### src/rtl/mem_pkg.sv
// Shared types and default sizing for the memory responder.
package mem_pkg;

  localparam int DEF_DATA_W    = 8;
  localparam int DEF_ADDR_W    = 4;
  localparam int DEF_BURST_LEN = 4;

  typedef enum logic [3:0] {
    ST_IDLE  = 4'b0001,
    ST_READ  = 4'b0010,
    ST_WRITE = 4'b0100,
    ST_ERROR = 4'b1000
  } state_t;

endpackage

### src/rtl/mem_responder_if.sv
// Controller <-> responder strobe/data bundle.
interface mem_responder_if
  import mem_pkg::*;
#(
  parameter int DATA_W = DEF_DATA_W,
  parameter int ADDR_W = DEF_ADDR_W
);

  logic              oe;
  logic              we;
  logic [ADDR_W-1:0] addr;
  logic [DATA_W-1:0] wdata;
  logic [DATA_W-1:0] rdata;
  logic              rvalid;
  logic              ack;
  logic              err;
  logic              busy;

  modport master (
    output oe, we, addr, wdata,
    input  rdata, rvalid, ack, err, busy
  );

  modport slave (
    input  oe, we, addr, wdata,
    output rdata, rvalid, ack, err, busy
  );

endinterface

### src/rtl/mem_array.sv
// Word storage: synchronous write, registered read, synchronous active-low clear.
module mem_array
  import mem_pkg::*;
#(
  parameter int DATA_W = DEF_DATA_W,
  parameter int ADDR_W = DEF_ADDR_W
) (
  input  logic              clk,
  input  logic              reset,
  input  logic              wr_en,
  input  logic [ADDR_W-1:0] wr_addr,
  input  logic [DATA_W-1:0] wr_data,
  input  logic              rd_en,
  input  logic [ADDR_W-1:0] rd_addr,
  output logic [DATA_W-1:0] rd_data
);

  localparam int DEPTH = 1 << ADDR_W;

  logic [DATA_W-1:0] mem [DEPTH];

  // Clear has priority so a strobe coincident with reset never commits.
  always_ff @(posedge clk) begin
    if (!reset) begin
      for (int i = 0; i < DEPTH; i++) mem[i] <= '0;
      rd_data <= '0;
    end else begin
      if (wr_en) mem[wr_addr] <= wr_data;
      if (rd_en) rd_data <= mem[rd_addr];
    end
  end

endmodule

### src/rtl/mem_responder.sv
// Strobe-driven memory responder: single writes and wrapping read bursts.
module mem_responder
  import mem_pkg::*;
#(
  parameter int DATA_W    = DEF_DATA_W,
  parameter int ADDR_W    = DEF_ADDR_W,
  parameter int BURST_LEN = DEF_BURST_LEN
) (
  input  logic            clk,
  input  logic            reset,
  mem_responder_if.slave  bus
);

  // state | meaning
  // IDLE  | waiting for oe or we
  // READ  | burst in progress, one word per oe cycle
  // WRITE | one-cycle write acknowledge
  // ERROR | protocol violation, held until both strobes drop

  // Burst wraps within an aligned group, so BURST_LEN must be >= 2 and < 2**ADDR_W.
  localparam int LOW_W  = $clog2(BURST_LEN);
  localparam int BEAT_W = LOW_W + 1;

  state_t            state, state_nxt;
  logic [ADDR_W-1:0] base, base_nxt;
  logic [BEAT_W-1:0] beat, beat_nxt;
  logic              rd_en, wr_en;
  logic [ADDR_W-1:0] rd_addr;
  logic [LOW_W-1:0]  low_sum;
  logic              rvalid_q;

  always_ff @(posedge clk) begin
    if (!reset) begin
      state    <= ST_IDLE;
      base     <= '0;
      beat     <= '0;
      rvalid_q <= 1'b0;
    end else begin
      state    <= state_nxt;
      base     <= base_nxt;
      beat     <= beat_nxt;
      rvalid_q <= rd_en;
    end
  end

  always_comb begin
    state_nxt = state;
    base_nxt  = base;
    beat_nxt  = beat;
    rd_en     = 1'b0;
    wr_en     = 1'b0;
    rd_addr   = base;
    low_sum   = base[LOW_W-1:0] + beat[LOW_W-1:0];
    unique case (state)
      ST_IDLE: begin
        if (bus.oe && bus.we) begin
          state_nxt = ST_ERROR;
        end else if (bus.oe) begin
          state_nxt = ST_READ;
          base_nxt  = bus.addr;
          beat_nxt  = BEAT_W'(1);
          rd_en     = 1'b1;
          rd_addr   = bus.addr;
        end else if (bus.we) begin
          state_nxt = ST_WRITE;
          wr_en     = 1'b1;
        end
      end
      ST_READ: begin
        if (bus.we) begin
          state_nxt = ST_ERROR;
        end else if (bus.oe) begin
          if (beat == BEAT_W'(BURST_LEN)) begin
            state_nxt = ST_ERROR;
          end else begin
            rd_en    = 1'b1;
            rd_addr  = {base[ADDR_W-1:LOW_W], low_sum};
            beat_nxt = beat + BEAT_W'(1);
          end
        end else begin
          state_nxt = ST_IDLE;
        end
      end
      ST_WRITE: state_nxt = ST_IDLE;
      ST_ERROR: begin
        if (!bus.oe && !bus.we) state_nxt = ST_IDLE;
      end
      default: state_nxt = ST_IDLE;
    endcase
  end

  mem_array #(
    .DATA_W(DATA_W),
    .ADDR_W(ADDR_W)
  ) u_array (
    .clk    (clk),
    .reset  (reset),
    .wr_en  (wr_en),
    .wr_addr(bus.addr),
    .wr_data(bus.wdata),
    .rd_en  (rd_en),
    .rd_addr(rd_addr),
    .rd_data(bus.rdata)
  );

  assign bus.rvalid = rvalid_q;
  assign bus.ack    = (state == ST_WRITE);
  assign bus.err    = (state == ST_ERROR);
  assign bus.busy   = (state != ST_IDLE);

endmodule
### src/flat_wrapper.sv
// flat-port wrapper written by rule: the top's interface ports become plain ports
module mem_responder_flat import mem_pkg::*;
#(
  parameter int DATA_W    = DEF_DATA_W,
  parameter int ADDR_W    = DEF_ADDR_W,
  parameter int BURST_LEN = DEF_BURST_LEN
)
  (clk, reset, bus_oe, bus_we, bus_addr, bus_wdata, bus_rdata, bus_rvalid, bus_ack, bus_err, bus_busy);
  mem_responder_if #(.DATA_W(DATA_W), .ADDR_W(ADDR_W)) bus_i ();
  input  logic clk;
  input  logic reset;
  input wire logic [$bits(bus_i.oe)-1:0] bus_oe;
  input wire logic [$bits(bus_i.we)-1:0] bus_we;
  input wire logic [$bits(bus_i.addr)-1:0] bus_addr;
  input wire logic [$bits(bus_i.wdata)-1:0] bus_wdata;
  output wire logic [$bits(bus_i.rdata)-1:0] bus_rdata;
  output wire logic [$bits(bus_i.rvalid)-1:0] bus_rvalid;
  output wire logic [$bits(bus_i.ack)-1:0] bus_ack;
  output wire logic [$bits(bus_i.err)-1:0] bus_err;
  output wire logic [$bits(bus_i.busy)-1:0] bus_busy;
  assign bus_i.oe = bus_oe;
  assign bus_i.we = bus_we;
  assign bus_i.addr = bus_addr;
  assign bus_i.wdata = bus_wdata;
  assign bus_rdata = bus_i.rdata;
  assign bus_rvalid = bus_i.rvalid;
  assign bus_ack = bus_i.ack;
  assign bus_err = bus_i.err;
  assign bus_busy = bus_i.busy;
  mem_responder #(.DATA_W(DATA_W), .ADDR_W(ADDR_W), .BURST_LEN(BURST_LEN)) u_core (.clk(clk), .reset(reset), .bus(bus_i));
endmodule
### config.mk
export PLATFORM = sky130hd
export DESIGN_NAME = mem_responder_flat
export DESIGN_NICKNAME = d
export VERILOG_FILES = /design/src/rtl/mem_pkg.sv /design/src/rtl/mem_responder_if.sv /design/src/rtl/mem_array.sv /design/src/rtl/mem_responder.sv /design/src/flat_wrapper.sv
export SDC_FILE = /design/constraint.sdc
export NUM_CORES = 1
export LEC_CHECK = 0
export ABC_CLOCK_PERIOD_IN_PS = 6300
export BUFFER_PORTS_ARGS = -buffer_cell sky130_fd_sc_hd__buf_4
export CORE_MARGIN = 4
export CORE_UTILIZATION = 55
export DETAILED_ROUTE_END_ITERATION = 10
export GPL_TIMING_DRIVEN = 1
export PLACE_DENSITY_LB_ADDON = 0.2
export SYNTH_ARGS = -nofsm -noshare
export SYNTH_HDL_FRONTEND = slang
export SYNTH_HIERARCHICAL = 1
export SYNTH_SLANG_ARGS = --single-unit
### constraint.sdc
create_clock -name clk -period 6.3 [get_ports clk]
set_input_delay 0.315 -clock clk [delete_from_list [all_inputs] [get_ports clk]]
set_output_delay 0.315 -clock clk [all_outputs]
set_load 0.02 [all_outputs]
Yosys cells after proc, flatten, opt, wreduce, memory -nomap -nowiden
Memories as Yosys holds them, arrays and structs flattened. A register that Yosys moved wholly into a read port is not among the register bits.
Index checks and enable logic that the tools add are counted.
Word-level totals
  memories: 1
  flip-flop bits (word level): 12
  RAM bits: 128
  output and inout port bits: 12
Operators by class
  add/subtract/negate cells: 2
  mux-type cells: 37
  eq/ne operators: 14
  reductions and logical operators: 9
Memories
  u_core.u_array.mem: words 16, bits a word 8, read ports 1, clocked after Yosys merged registers in 1, write ports 16, RTL line mem_array.sv:20  | logic [DATA_W-1:0] mem [DEPTH];
Operators by type and width (number)
  4-bit two-way mux: 10
  3-bit two-way mux: 5
  1-bit two-way mux: 14
  4-bit case mux with 3 select lines: 1
  2-bit inequality test (second input constant): 5
  8-bit two-way mux: 1
  4-bit by 3-bit inequality test with 1-bit output (second input constant): 2
  4-bit case mux with 2 select lines: 1
  8-bit OR reduction: 1
  2-bit two-way mux: 3
  3-bit case mux with 2 select lines: 1
  6-bit AND reduction: 1
  4-bit by 1-bit equality test with 1-bit output (second input constant): 1
  4-bit by 2-bit equality test with 1-bit output (second input constant): 1
  4-bit by 3-bit equality test with 1-bit output (second input constant): 1
  4-bit equality test (second input constant): 1
  4-bit by 1-bit inequality test with 1-bit output (second input constant): 1
  3-bit by 1-bit adder with 3-bit output (second input constant): 1
  3-bit equality test (second input constant): 1
  1-bit logical NOT: 3
  3-bit AND reduction: 1
  2-bit adder: 1
  1-bit logical AND: 2
  2-bit by 1-bit inequality test with 1-bit output (second input constant): 1
  other kinds (2): 2

Depth between registers and ports, before layout
  word-level depth: 9
  mapped depth: 12
  mapped depth without buffers: 10

Modules after synthesis
Netlist, hierarchy kept.
Modules (own cells, without submodules)
  mem_array: sequential area each 4003.8 µm², cells an instance 474, area an instance 6236.0 µm², times used 1
  mem_responder: sequential area each 240.2 µm², cells an instance 78, area an instance 706.9 µm², times used 1

Worst setup path before layout
No wires, ideal clock.
  path kind: flip-flop to flip-flop
  from: register u_core.state[1]
  to: memory u_core/u_array/mem[1][0] in the netlist's numbering (enable)
  arrival: 2238 ps
  buffers on the path: 2
  required time: 5916 ps
  period minus slack after synthesis: 2622 ps
  setup time: 384 ps
  cell stages (with the launch flop): 8
  setup slack: 3678 ps
  cells stage by stage: dfxtp_1 -> buf_4 -> nor4b_4 -> and2_1 -> nand2_1 -> or3_1 -> buf_2 -> o21ai_0
RTL lines
  start, declared: RTL line mem_responder.sv:24  | state_t state, state_nxt;
  start signal, assigned: RTL line mem_responder.sv:39  | state <= state_nxt;
  end, declared: RTL line mem_array.sv:20

Final worst setup path
  from: register u_core.state[1]
  to: register u_core.u_array.rd_data[6] (read register of u_core.u_array.mem)
Between the ends
  word-level cells in the longest chain between the ends: 2
  elaborated cells on any way between the ends: 4
  classes of those cells: eq/ne (2); mux (2)
Ends and longest elaborated chain
  4-bit by 2-bit equality test with 1-bit output or 4-bit by 1-bit equality test with 1-bit output (tied branches): RTL line mem_responder.sv:54  | unique case (state)
  4-bit case mux with 2 select lines *: RTL line mem_responder.sv:54
  net u_core.rd_addr[1]: RTL line mem_responder.sv:28  | logic [ADDR_W-1:0] rd_addr;
  end, declared: RTL line mem_array.sv:15  | output logic [DATA_W-1:0] rd_data
Mark *: on every way through the listed nets, which the timed path passes. The rest lies on a longest branch.
A chain may end at the register's enable or synchronous reset.

==> results.sh <==
export IMPL_end_kind="register"
export IMPL_wl_met2_um=7380
export IMPL_yosys_top_cells_area="edfxtp_1 55%, and2_1 12%, mux2i_1 9.5%"
export IMPL_setup_tns_final_ns=0
export IMPL_cts_sink_count=148
export IMPL_reg2reg_from="u_core/state[1]"
export IMPL_ys_async_sr_fraction_pct=0
export IMPL_yosysTopAreaCellShare_pct=55.4
export IMPL_cp_max_fo=16
export IMPL_cts_htree_levels=4
export IMPL_whs_endpoint="u_core/state[0]"
export IMPL_drtIter0Drc=577
export IMPL_hold_viol=0
export IMPL_synthFlopType="edfxtp_1"
export IMPL_portBuffers=27
export IMPL_postSynthAreaPerCell_um2=12.6
export IMPL_initial_core_util_pct=57.1
export IMPL_synth_common_cells="134 x and2_1, 128 x edfxtp_1, 66 x mux2i_1, 29 x nand3_1, 25 x a22oi_1"
export IMPL_cp_data_arrival_time_ns=3.61
export IMPL_clk_pin_slew_ns=0.06
export IMPL_fin_util_pct=64.3
export IMPL_rsz0062_at_grt="no"
export IMPL_worstPathRequired_ns=6.60
export IMPL_wl_met1_um=7060
export IMPL_syn_area_um2=6940
export IMPL_grt_max_degree=66
export IMPL_drc=0
export IMPL_slew_violations=0
export IMPL_wl_met3_um=975
export IMPL_wl_per_cell_um=21.0
export IMPL_status="completed"
export IMPL_wirelength_um=15800
export IMPL_synth_largest_area_cell="edfxtp_1"
export IMPL_whs_path_depth=2
export IMPL_core_area_um2=12200
export IMPL_path_class="register to register"
export IMPL_ff2ff_path_depth=8
export IMPL_num_antenna_cells=0
export IMPL_drtAntennaViolNets=0
export IMPL_worstHoldPathType="input pin to register"
export IMPL_viasPerCell=5.79
export IMPL_numCtsBuffers=17
export IMPL_fmax_mhz=302
export IMPL_ys_warn_count=6
export IMPL_die_h_um=120
export IMPL_tightest_slew_ns=1.31
export IMPL_synth_edf_count=128
export IMPL_first_global_vias=4285
export IMPL_finalCritPeriodShare_pct=52.6
export IMPL_rows=40
export IMPL_power_density_nw_per_um2=300
export IMPL_r2r_slack_ns=2.99
export IMPL_dpl_cell_count=720
export IMPL_setup_viol=0
export IMPL_syn_nets=571
export IMPL_antenna_found_initial=0
export IMPL_synth_seq_area_share_pct=61.1
export IMPL_nets=590
export IMPL_top_layer="met4"
export IMPL_die_w_um=120
export IMPL_slew_headroom_pct=12.3
export IMPL_vias=4351
export IMPL_r2r_end="u_core/u_array/rd_data[6]"
export IMPL_synthCells=552
export IMPL_post_cts_buffers=0
export IMPL_ys_types=42
export IMPL_place_congestion=0.847
export IMPL_grt_util_all_layers_pct=22.3
export IMPL_cts_root_buf="clkbuf_16"
export IMPL_fin_crit_ns=3.31
export IMPL_skew_ns=0.00557
export IMPL_cts_resized=0
export IMPL_synth_seq_cells=148
export IMPL_io_pin_count=28
export IMPL_p_leak_nw=2.87
export IMPL_vdd_drop_max_mv=0.159
export IMPL_syn2layout_area_growth_pct=12.6
export IMPL_min_from="bus_we"
export IMPL_clock_latency_ns=0.42
export IMPL_cts_tree="yes"
export IMPL_synth_most_common_cell="and2_1"
export IMPL_cts_hold_buf=0
export IMPL_drv_cap=0
export IMPL_cts_path_max_buffers=2
export IMPL_dp_hpwl_um=10400
export IMPL_die_area_um2=14500
export IMPL_grt_pass1_wl_um=23900
export IMPL_overflow=0
export IMPL_dp_slack_ns=3.08
export IMPL_final_cells=752
export IMPL_start_kind="register"
export IMPL_final_layout_size_suffix_gt1_share_pct=11.8
export IMPL_drt_pass1_iter_count=6
export IMPL_finalPower_mw=2.35
export IMPL_worst_slack_ns=2.99
flip-flops by register name, summed over array words and instances, names as in the netlist:
name and cells:
u_core/base 4, u_core/beat 3, u_core/bus.rvalid 1, u_core/state 4, u_core/u_array/mem 128, u_core/u_array/rd_data 8
critical path: stages, from the launching register on:
cell and delay [ns]:
dfxtp_1 0.51, nor4b_2 0.58, nand2_1 0.12, o22ai_1 0.13, o21bai_1 0.20, nor2b_1 1.01
a22oi_1 0.36, nand3_1 0.19, nand3_1 0.09
kinds of logic after synthesis:
group	share of synthesized area, %
multiplexers	9.95
AO/OA/AOI/OAI	5.51
AND/OR/NAND/NOR	20.1
buffers and inverters	2.43
adder cells (fa/ha/maj)	0.541
XOR/XNOR	0.379
flip-flops	61.1
area by class of cell:
cell class | instances | area [um2]
Fill cell | 935 | 4350
Sequential cell | 148 | 4240
Multi-Input combinational cell | 369 | 2530
Clock buffer | 21 | 450
Timing Repair Buffer | 30 | 225
Tap cell | 168 | 210
Clock inverter | 11 | 136
Inverter | 5 | 18.8
stage by stage:
stage	hold slack, ns	cell area, um2
global route	0.167	7820
finish	0.169	7820
detailed placement	0.482	7230
global placement	0.475	7230
CTS	0.153	7820
floorplan	0.456	6940
cells in the final DEF, fill, tap and decap left out, types with 5 or more instances in the layout:
cell type / n
mux2i_1: 66
dfxtp_1: 20
nor2b_1: 5
o21ai_0: 15
edfxtp_1: 128
a22oi_1: 25
nand2_1: 24
buf_4: 30
nand2b_1: 8
and2_1: 134
clkbuf_16: 17
inv_1: 5
nand3_1: 29
a21oi_1: 10
nor2_1: 15
routing by layer:
metal	GRT usage, %	up-vias
met3	5.10	27
met1	31.0	2127
met4	8.22	0
met2	34.5	165
met5	0	-
li1	-	2032
power by group:
group / switching [mW] / total (mW) / internal, mW
Combinational: 0.146 / 0.226 / 0.0799
Sequential: 0.0206 / 1.12 / 1.10
Clock: 0.368 / 0.996 / 0.628
Total: 0.535 / 2.35 / 1.81
how the worst max path moves through the flow:
stage / startpoint / to / slack (ns) / cells past startpoint
after floorplan: u_core/state[1] / u_core/u_array/mem[1][0] / 3.68 / 7
after global placement: u_core/state[1] / u_core/u_array/rd_data[6] / 3.14 / 8
after detailed placement: u_core/state[1] / u_core/u_array/rd_data[6] / 3.08 / 8
after CTS: u_core/state[1] / u_core/u_array/rd_data[6] / 3.04 / 8
after global routing: u_core/state[0] / u_core/u_array/mem[4][4] / 2.89 / 5
final: u_core/state[1] / u_core/u_array/rd_data[6] / 2.99 / 8
No activity file was read; power rests on OpenSTA's default activity.
